<file path="src/rtl/pulse_gen.sv">
// Programmable pulse-train generator: high/low phase lengths, finite or continuous count.
// Optional output polarity inversion with macro PULSE_GEN_POL_INV_EN.
module pulse_gen #(
    parameter int CNT_W = 16
) (
    input  logic             mclk,
    input  logic             mreset_n,
    input  logic             start,
    input  logic             stop,
    input  logic [CNT_W-1:0] high_len,
    input  logic [CNT_W-1:0] low_len,
    input  logic [7:0]       pulse_num,
`ifdef PULSE_GEN_POL_INV_EN
    input  logic             pol_inv,
`endif
    output logic             pulse_out,
    output logic             busy,
    output logic             done,
    output logic [7:0]       pulse_cnt
);

    typedef enum logic [3:0] {
        IDLE = 4'd1,
        HIGH = 4'd2,
        LOW  = 4'd3,
        DONE = 4'd4
    } state_t;

    localparam logic [CNT_W-1:0] ONE = CNT_W'(1);

    state_t           state, state_n;
    logic [CNT_W-1:0] high_q, high_n;
    logic [CNT_W-1:0] low_q, low_n;
    logic [CNT_W-1:0] cnt, cnt_n;
    logic [7:0]       num_q, num_n;
    logic [7:0]       pcnt_n, pcnt_inc;
    logic             pol_q, pol_n, pol_in;
    logic [CNT_W-1:0] high_in, low_in;

`ifdef PULSE_GEN_POL_INV_EN
    assign pol_in = pol_inv;
`else
    assign pol_in = 1'b0;
`endif

    // zero-length phases behave as one cycle
    assign high_in  = (high_len == '0) ? ONE : high_len;
    assign low_in   = (low_len == '0) ? ONE : low_len;
    assign pcnt_inc = pulse_cnt + 8'd1;

    always_comb begin
        state_n = state;
        high_n  = high_q;
        low_n   = low_q;
        num_n   = num_q;
        cnt_n   = cnt;
        pcnt_n  = pulse_cnt;
        pol_n   = pol_q;
        case (state)
            IDLE: begin
                if (start && !stop) begin
                    state_n = HIGH;
                    high_n  = high_in;
                    low_n   = low_in;
                    num_n   = pulse_num;
                    pcnt_n  = 8'd0;
                    cnt_n   = high_in - ONE;
                    pol_n   = pol_in;
                end
            end
            HIGH: begin
                if (stop) begin
                    state_n = IDLE;
                end else if (cnt == '0) begin
                    state_n = LOW;
                    cnt_n   = low_q - ONE;
                end else begin
                    cnt_n = cnt - ONE;
                end
            end
            LOW: begin
                if (stop) begin
                    state_n = IDLE;
                end else if (cnt == '0) begin
                    pcnt_n = pcnt_inc;
                    if (num_q != 8'd0 && pcnt_inc == num_q) begin
                        state_n = DONE;
                    end else begin
                        state_n = HIGH;
                        cnt_n   = high_q - ONE;
                    end
                end else begin
                    cnt_n = cnt - ONE;
                end
            end
            DONE:    state_n = IDLE;
            default: state_n = IDLE;
        endcase
    end

    always_ff @(posedge mclk or negedge mreset_n) begin
        if (!mreset_n) begin
            state <= IDLE;
        end else begin
            state <= state_n;
        end
    end

    always_ff @(posedge mclk or negedge mreset_n) begin
        if (!mreset_n) begin
            high_q    <= '0;
            low_q     <= '0;
            num_q     <= 8'd0;
            cnt       <= '0;
            pulse_cnt <= 8'd0;
            pol_q     <= 1'b0;
            pulse_out <= 1'b0;
        end else begin
            high_q    <= high_n;
            low_q     <= low_n;
            num_q     <= num_n;
            cnt       <= cnt_n;
            pulse_cnt <= pcnt_n;
            pol_q     <= pol_n;
            pulse_out <= (state_n == HIGH) ^ pol_n;
        end
    end

    assign busy = (state == HIGH) || (state == LOW);
    assign done = (state == DONE);

endmodule

</file>
<file path="config.mk">
export PLATFORM = sky130hd
export DESIGN_NAME = pulse_gen
export DESIGN_NICKNAME = d
export VERILOG_FILES = /design/src/rtl/pulse_gen.sv
export SDC_FILE = /design/constraint.sdc
export NUM_CORES = 1
export LEC_CHECK = 0
export ABC_AREA = 1
export BUFFER_PORTS_ARGS = -buffer_cell sky130_fd_sc_hd__buf_2
export CAP_MARGIN = 20
export CORE_MARGIN = 10
export CORE_UTILIZATION = 50
export CTS_CLUSTER_SIZE = 10
export DETAILED_ROUTE_END_ITERATION = 8
export GPL_ROUTABILITY_DRIVEN = 0
export HOLD_SLACK_MARGIN = 0.08
export PLACE_DENSITY = 0.7
export SYNTH_ARGS = -nofsm -noshare
export SYNTH_HDL_FRONTEND = slang
export SYNTH_SLANG_ARGS = --single-unit
</file>
<file path="constraint.sdc">
create_clock -name mclk -period 3.09 [get_ports mclk]
set_clock_uncertainty 0.2 [all_clocks]
set_input_delay 0.309 -clock mclk [delete_from_list [all_inputs] [get_ports mclk]]
set_output_delay 0.309 -clock mclk [all_outputs]
set_load 0.1 [all_outputs]
</file>
==> run metrics, run 1 <==
status finished clean; CP arrival 2.84 ns; Warnings, synthesis 0; Die X 118.9 µm; post-synthesis register bit count 70; Routed WL per cell 15.25 µm; Post-CTS Repair Setup Buffers 0; area share of the largest cell type after synthesis 35.32%; Sinks on Clock Net 70; Hold WS 0.08946 ns; hold crit path type in2reg; vias in the first global route 5043; internal reg-to-reg setup slack 0.53 ns; setup TNS 0 ns; origin of the critical flop-to-flop path cnt[0]; Cells after DPL 926; H-tree depth 3; via count 5183; top cell type by total area after synthesis dfrtp_1; Data required, critical path 3.16 ns; Area after DPL 0.005334 mm²; PostCTS Resize Cnt 0; Synth Area in Compound Gates 9.445%; Final period util 89.77%; initial core utilization 50.71%; crit-path cells dlygate4sd3_1, buf_2, nor2_1, nand3_1, nor2_1, nand2_1, nand2_1, inv_1, ha_1, inv_1, nor2_1, nand2_1, o21ai_0, nand3_1, nand2_1, nand2_1; # hold bufs at CTS 33; GRT Util Overall 20.97%; RSZ-0062 raised after global routing false; Hold Fails Final Rpt 0; XOR/XNOR Fraction of Synth Area 6.732%; Crit path largest cell delay 0.53 ns; NumNets Final 886; register area share after synthesis 35.86%; largest net degree at the start of global routing 45; startpoint types input port; Worst-Margin Slew 0.7714 ns; Worst path most repeated cell nand2_1; Max VDD drop 0.0003477 V; max-slew violations 0; die height 118.9 µm; Antenna Nets Post-Route 0; area of the mapped netlist 0.004888 mm²; final setup violation count 0; core area 0.009639 mm²; Peak Freq 0.3605 GHz; hold depth 3; CTS root buf clkbuf_8; Hold Startpoint high_len[3]; top-count cell post-synth nand2_1; Worst path slowest cell dlygate4sd3_1; Synth Area in Adders 1.280%; number of distinct library cells after synthesis 37; Vias/cell 5.316; total power 4.519 mW; antenna violations before repair 0; I/O pin count 55; Synth Area per Inst 6.562 µm²; clock latency on the worst-skew pair 0.36 ns; Fillers 909; Util after Layout 61.55%; Routed WL 14860 µm; CTS tree built; Crit Path Category in2reg; DP HPWL 11310 µm; worst-path maximum fanout 5; dominant synthesized flop cell dfrtp_1; Ant. Diodes 0; DRT Pass-1 Iters 6; worst r2r dst cnt[13]; Post-Syn Nets 794; # DRC 0; largest family of logic cells by synthesized area simple AND/OR/NAND/NOR gates; number of buffers added on ports 54; fraction of layout cells with a size suffix above 1 11.52%; global-route wire length before repair 24590 µm; Rel. slew slack 48.58%; minimum clock period 2.774 ns; Endpoint, Worst Hold high_q[3]; Synth Area in Simple Gates 38.26%; Max Cap Viol 0; top post-synthesis cells by area dfrtp_1 (35%), nand2_1 (19%), nor2_1 (7.4%); Mapped Cells 745; Post-synth EDFFs 0; Inserted Clock Buffers 9; fin cells 975; endpoint type of the worst setup path flip-flop; finished layout cell area 0.005933 mm²; drt first-iter violations 598; P&R area growth vs syn 21.37%; mux contribution to synthesized area 0%; CTS clk-pin slew, worst paths 0.09 ns; Clock Tree Buf Depth 2; P_leak 2.912 nW; die area 0.01413 mm²; PwrDens 761.7 mW/mm²; setup ws final 0.3161 ns; Post-synth ARST share 100.0%; Synth top cells by count nand2_1 (246), nor2_1 (97), inv_1 (82); Core Rows 36; final global-route overflow total 0; pre-CTS setup slack 0.4922 ns; Worst Reg-to-Reg Cells 13
[routing by layer]
| layer | up-vias | GRT usage, % | routed length (µm) |
|---|---|---|---|
| met5 | - | 0 | 0 |
| met4 | 0 | 9.695 | 574 |
| met3 | 47 | 3.684 | 1030 |
| met2 | 225 | 34.21 | 6879 |
| met1 | 2352 | 26.53 | 6380 |
| li1 | 2559 | - | - |
[where the power goes]
| part | internal, mW | leakage [nW] | switching (mW) | total (mW) |
|---|---|---|---|---|
| sequential | 1.26 | 0.877 | 0.347 | 1.61 |
| clock | 0.622 | 0.130 | 0.391 | 1.01 |
| combinational | 0.650 | 1.90 | 1.25 | 1.90 |
| total | 2.54 | 2.91 | 1.98 | 4.52 |
[cell type report]
cell class / count / area [µm²] / share of cell area (%)
timing repair buffer: 93 / 658.1 / 11.09
inverter: 92 / 345.3 / 5.820
multi-input combinational: 571 / 2741 / 46.20
clock buffer: 9 / 123.9 / 2.088
clock inverter: 7 / 145.1 / 2.446
sequential: 70 / 1753 / 29.54
tap: 133 / 166.4 / 2.805
[worst max path at each step]
stage            startpoint      end  slack (ns)
5_1_grt        high_len[10]  cnt[10]        0.12
3_5_place_dp   high_len[13]  cnt[10]        0.49
6_report        high_len[6]  cnt[10]        0.32
2_1_floorplan  pulse_cnt[0]   cnt[6]        0.23
4_1_cts        high_len[10]  cnt[10]        0.38
3_3_place_gp   high_len[13]  cnt[10]        0.51
[registers in the layout (all words and copies together), names as in the netlist]
signal	cells
high_q	16
pol_q	1
pulse_out	1
cnt	16
low_q	16
state	4
num_q	8
pulse_cnt	8
[worst max-delay path: cells and delay by family]
kind / cells / cell delay [ns]
AOI/OAI and AO/OA: 1 / 0.29
adders and majority gates: 1 / 0.18
buffers and inverters: 4 / 0.91
and+or+nand+nor: 10 / 1.12
[kinds of logic (layout without fill, tap and decap cells)]
group | Yosys count | in the layout
AOI/OAI and AO/OA | 86 | 86
xor gates and xnor gates | 36 | 36
adders and majority gates | 5 | 5
buffers and inverters | 104 | 201
DFF | 70 | 70
other | 1 | 1
and+or+nand+nor | 443 | 443
[placed cells by master (no fill, tap or decap), drive strengths merged, types with 9 or more instances in the layout]
master         n
nand2        249
nor2         103
inv           90
dfrtp         69
nand3         65
o21ai         61
buf           60
dlygate4sd3   33
xor2          27
a21oi         10
clkbuf         9
Note: power is estimated with default switching activity, not from simulation.
==> run 2: changes to the inputs <==
==> constraint.sdc (replaced) <==
create_clock -name mclk -period 3.09 [get_ports mclk]
set_clock_uncertainty 0.2 [all_clocks]
set_input_delay 0 -clock mclk [delete_from_list [all_inputs] [get_ports mclk]]
set_output_delay 0 -clock mclk [all_outputs]
set_load 0.1 [all_outputs]
==> run metrics, run 2 (same netlist as run 1, synthesis figures left out) <==
status finished clean; Crit Path Category reg2reg; Rel. slew slack 39.92% (-8.7 points); Area after DPL 0.005299 mm² (-0.66%); origin of the critical flop-to-flop path cnt[0]; Fillers 919 (+1.1%); CP arrival 2.74 ns (-0.10 ns); Peak Freq 0.3695 GHz (+2.5%); NumNets Final 892 (+0.68%); vias in the first global route 5071 (+0.56%); drt first-iter violations 465 (-22%); max-slew violations 0 (unchanged); Critical Path Start cnt[0]; CTS clk-pin slew, worst paths 0.08 ns (about the same); Core Rows 36 (unchanged); die height 118.9 µm (unchanged); hold crit path type in2reg; GRT Util Overall 21.34% (+0.37 points); # hold bufs at CTS 42 (+27%); worst-path maximum fanout 20 (+15); clock latency on the worst-skew pair 0.35 ns (about the same); crit path to cnt[8]; die area 0.01413 mm² (unchanged); Clock Tree Buf Depth 2 (unchanged); Top Registers cnt x16, high_q x16, low_q x16; Max Cap Viol 0 (unchanged); RSZ-0062 raised after global routing false; initial core utilization 50.71% (unchanged); Routed WL 14980 µm (+0.77%); Ant. Diodes 0 (unchanged); worst r2r dst cnt[8]; setup TNS 0 ns (unchanged); Final period util 87.59% (-2.2 points); Routed WL per cell 15.27 µm (+0.15%); global-route wire length before repair 24980 µm (+1.6%); final setup violation count 0 (unchanged); DP HPWL 11160 µm (-1.4%); CTS root buf clkbuf_8; internal reg-to-reg setup slack 0.38 ns (-0.15 ns); Hold Fails Final Rpt 0 (unchanged); Max VDD drop 0.0003600 V (+3.5%); commonest non-fill, non-tap cell in the layout nand2_1; PwrDens 724.0 mW/mm² (-4.9%); finished layout cell area 0.005928 mm² (about the same); I/O pin count 55 (unchanged); Post-CTS Repair Setup Buffers 0 (unchanged); core area 0.009639 mm² (unchanged); hold depth 6 (+3); number of buffers added on ports 54 (unchanged); largest net degree at the start of global routing 71 (+58%); P&R area growth vs syn 21.27% (about the same); fraction of layout cells with a size suffix above 1 11.08% (-0.44 points); most frequent cells in the layout nand2_1 (246), nor2_1 (96), inv_1 (82); P_leak 2.897 nW (-0.49%); endpoint type of the worst setup path flip-flop; startpoint types flip-flop; # DRC 0 (unchanged); antenna violations before repair 0 (unchanged); Inserted Clock Buffers 9 (unchanged); via count 5223 (+0.77%); Sinks on Clock Net 70 (unchanged); Die X 118.9 µm (unchanged); Worst Reg-to-Reg Cells 13 (unchanged); Vias/cell 5.324 (+0.16%); final global-route overflow total 0 (unchanged); PostCTS Resize Cnt 0 (unchanged); CTS tree built; Worst-Margin Slew 0.9011 ns (+0.1298 ns); DRT Pass-1 Iters 5 (-1); H-tree depth 3 (unchanged); Antenna Nets Post-Route 0 (unchanged); minimum clock period 2.707 ns (-0.06732 ns); Data required, critical path 3.13 ns (-0.03 ns)
-- run 2: per-layer routing --
| metal | track usage, % | vias to the layer above | part of all wire [%] |
|---|---|---|---|
| li1 | - | 2561 | - |
| met1 | 27.53 | 2369 | 43 |
| met2 | 34.18 | 259 | 45 |
| met3 | 4.346 | 34 | 8.5 |
| met4 | 8.855 | 0 | 3.0 |
| met5 | 0 | - | 0 |
-- run 2: metrics by stage --
stage / setup WS (ns) / util (%) / total power, mW / hold slack, ns / instances
after floorplan: 0.2343 / - / 2.906 / -0.4956 / 745
after global placement: 0.5868 / 54.97 / 3.393 / 0.007730 / 923
after detailed placement: 0.4416 / 54.97 / 3.421 / 0.01313 / 923
after CTS: 0.3979 / 61.50 / 4.260 / 0.09912 / 981
after global routing: 0.1509 / 61.50 / 4.626 / 0.1604 / 981
final: 0.3834 / 61.50 / 4.292 / 0.09968 / 981
-- run 2: worst min path at each step --
stage	from	to	slack, ns
after floorplan	mreset_n	cnt[0]	-0.50
after global placement	pulse_num[3]	num_q[3]	0.008
after detailed placement	pulse_num[3]	num_q[3]	0.01
after CTS	start	low_q[12]	0.1
after global routing	start	high_q[6]	0.16
final	start	low_q[12]	0.1
-- run 2: cell type report --
type                    count  area, µm²  area share [%]
clock inverters             5      57.56          0.9709
flip-flops and latches     70       1753           29.57
inverters                  92      345.3           5.825
clock buffers              11      151.4           2.554
multi-input cells         571       2741           46.24
well taps                 133      166.4           2.807
repair buffers             99      713.2           12.03
-- run 2: power breakdown --
part,switching [mW],internal (mW)
combinational,1.25,0.648
clock,0.371,0.416
sequential,0.348,1.26
-- run 2: worst max-delay path, stage by stage (launching register included) --
cell	delay, ns
dfrtp_1	0.41
inv_1	0.10
ha_1	0.19
nand2_1	0.16
nor2_4	0.19
nand2_4	0.09
nor2_8	0.17
nand3_2	0.10
nor2_2	0.10
nand4_2	0.15
nand2_2	0.35
inv_2	0.20
nand2_1	0.11
nand2_1	0.05
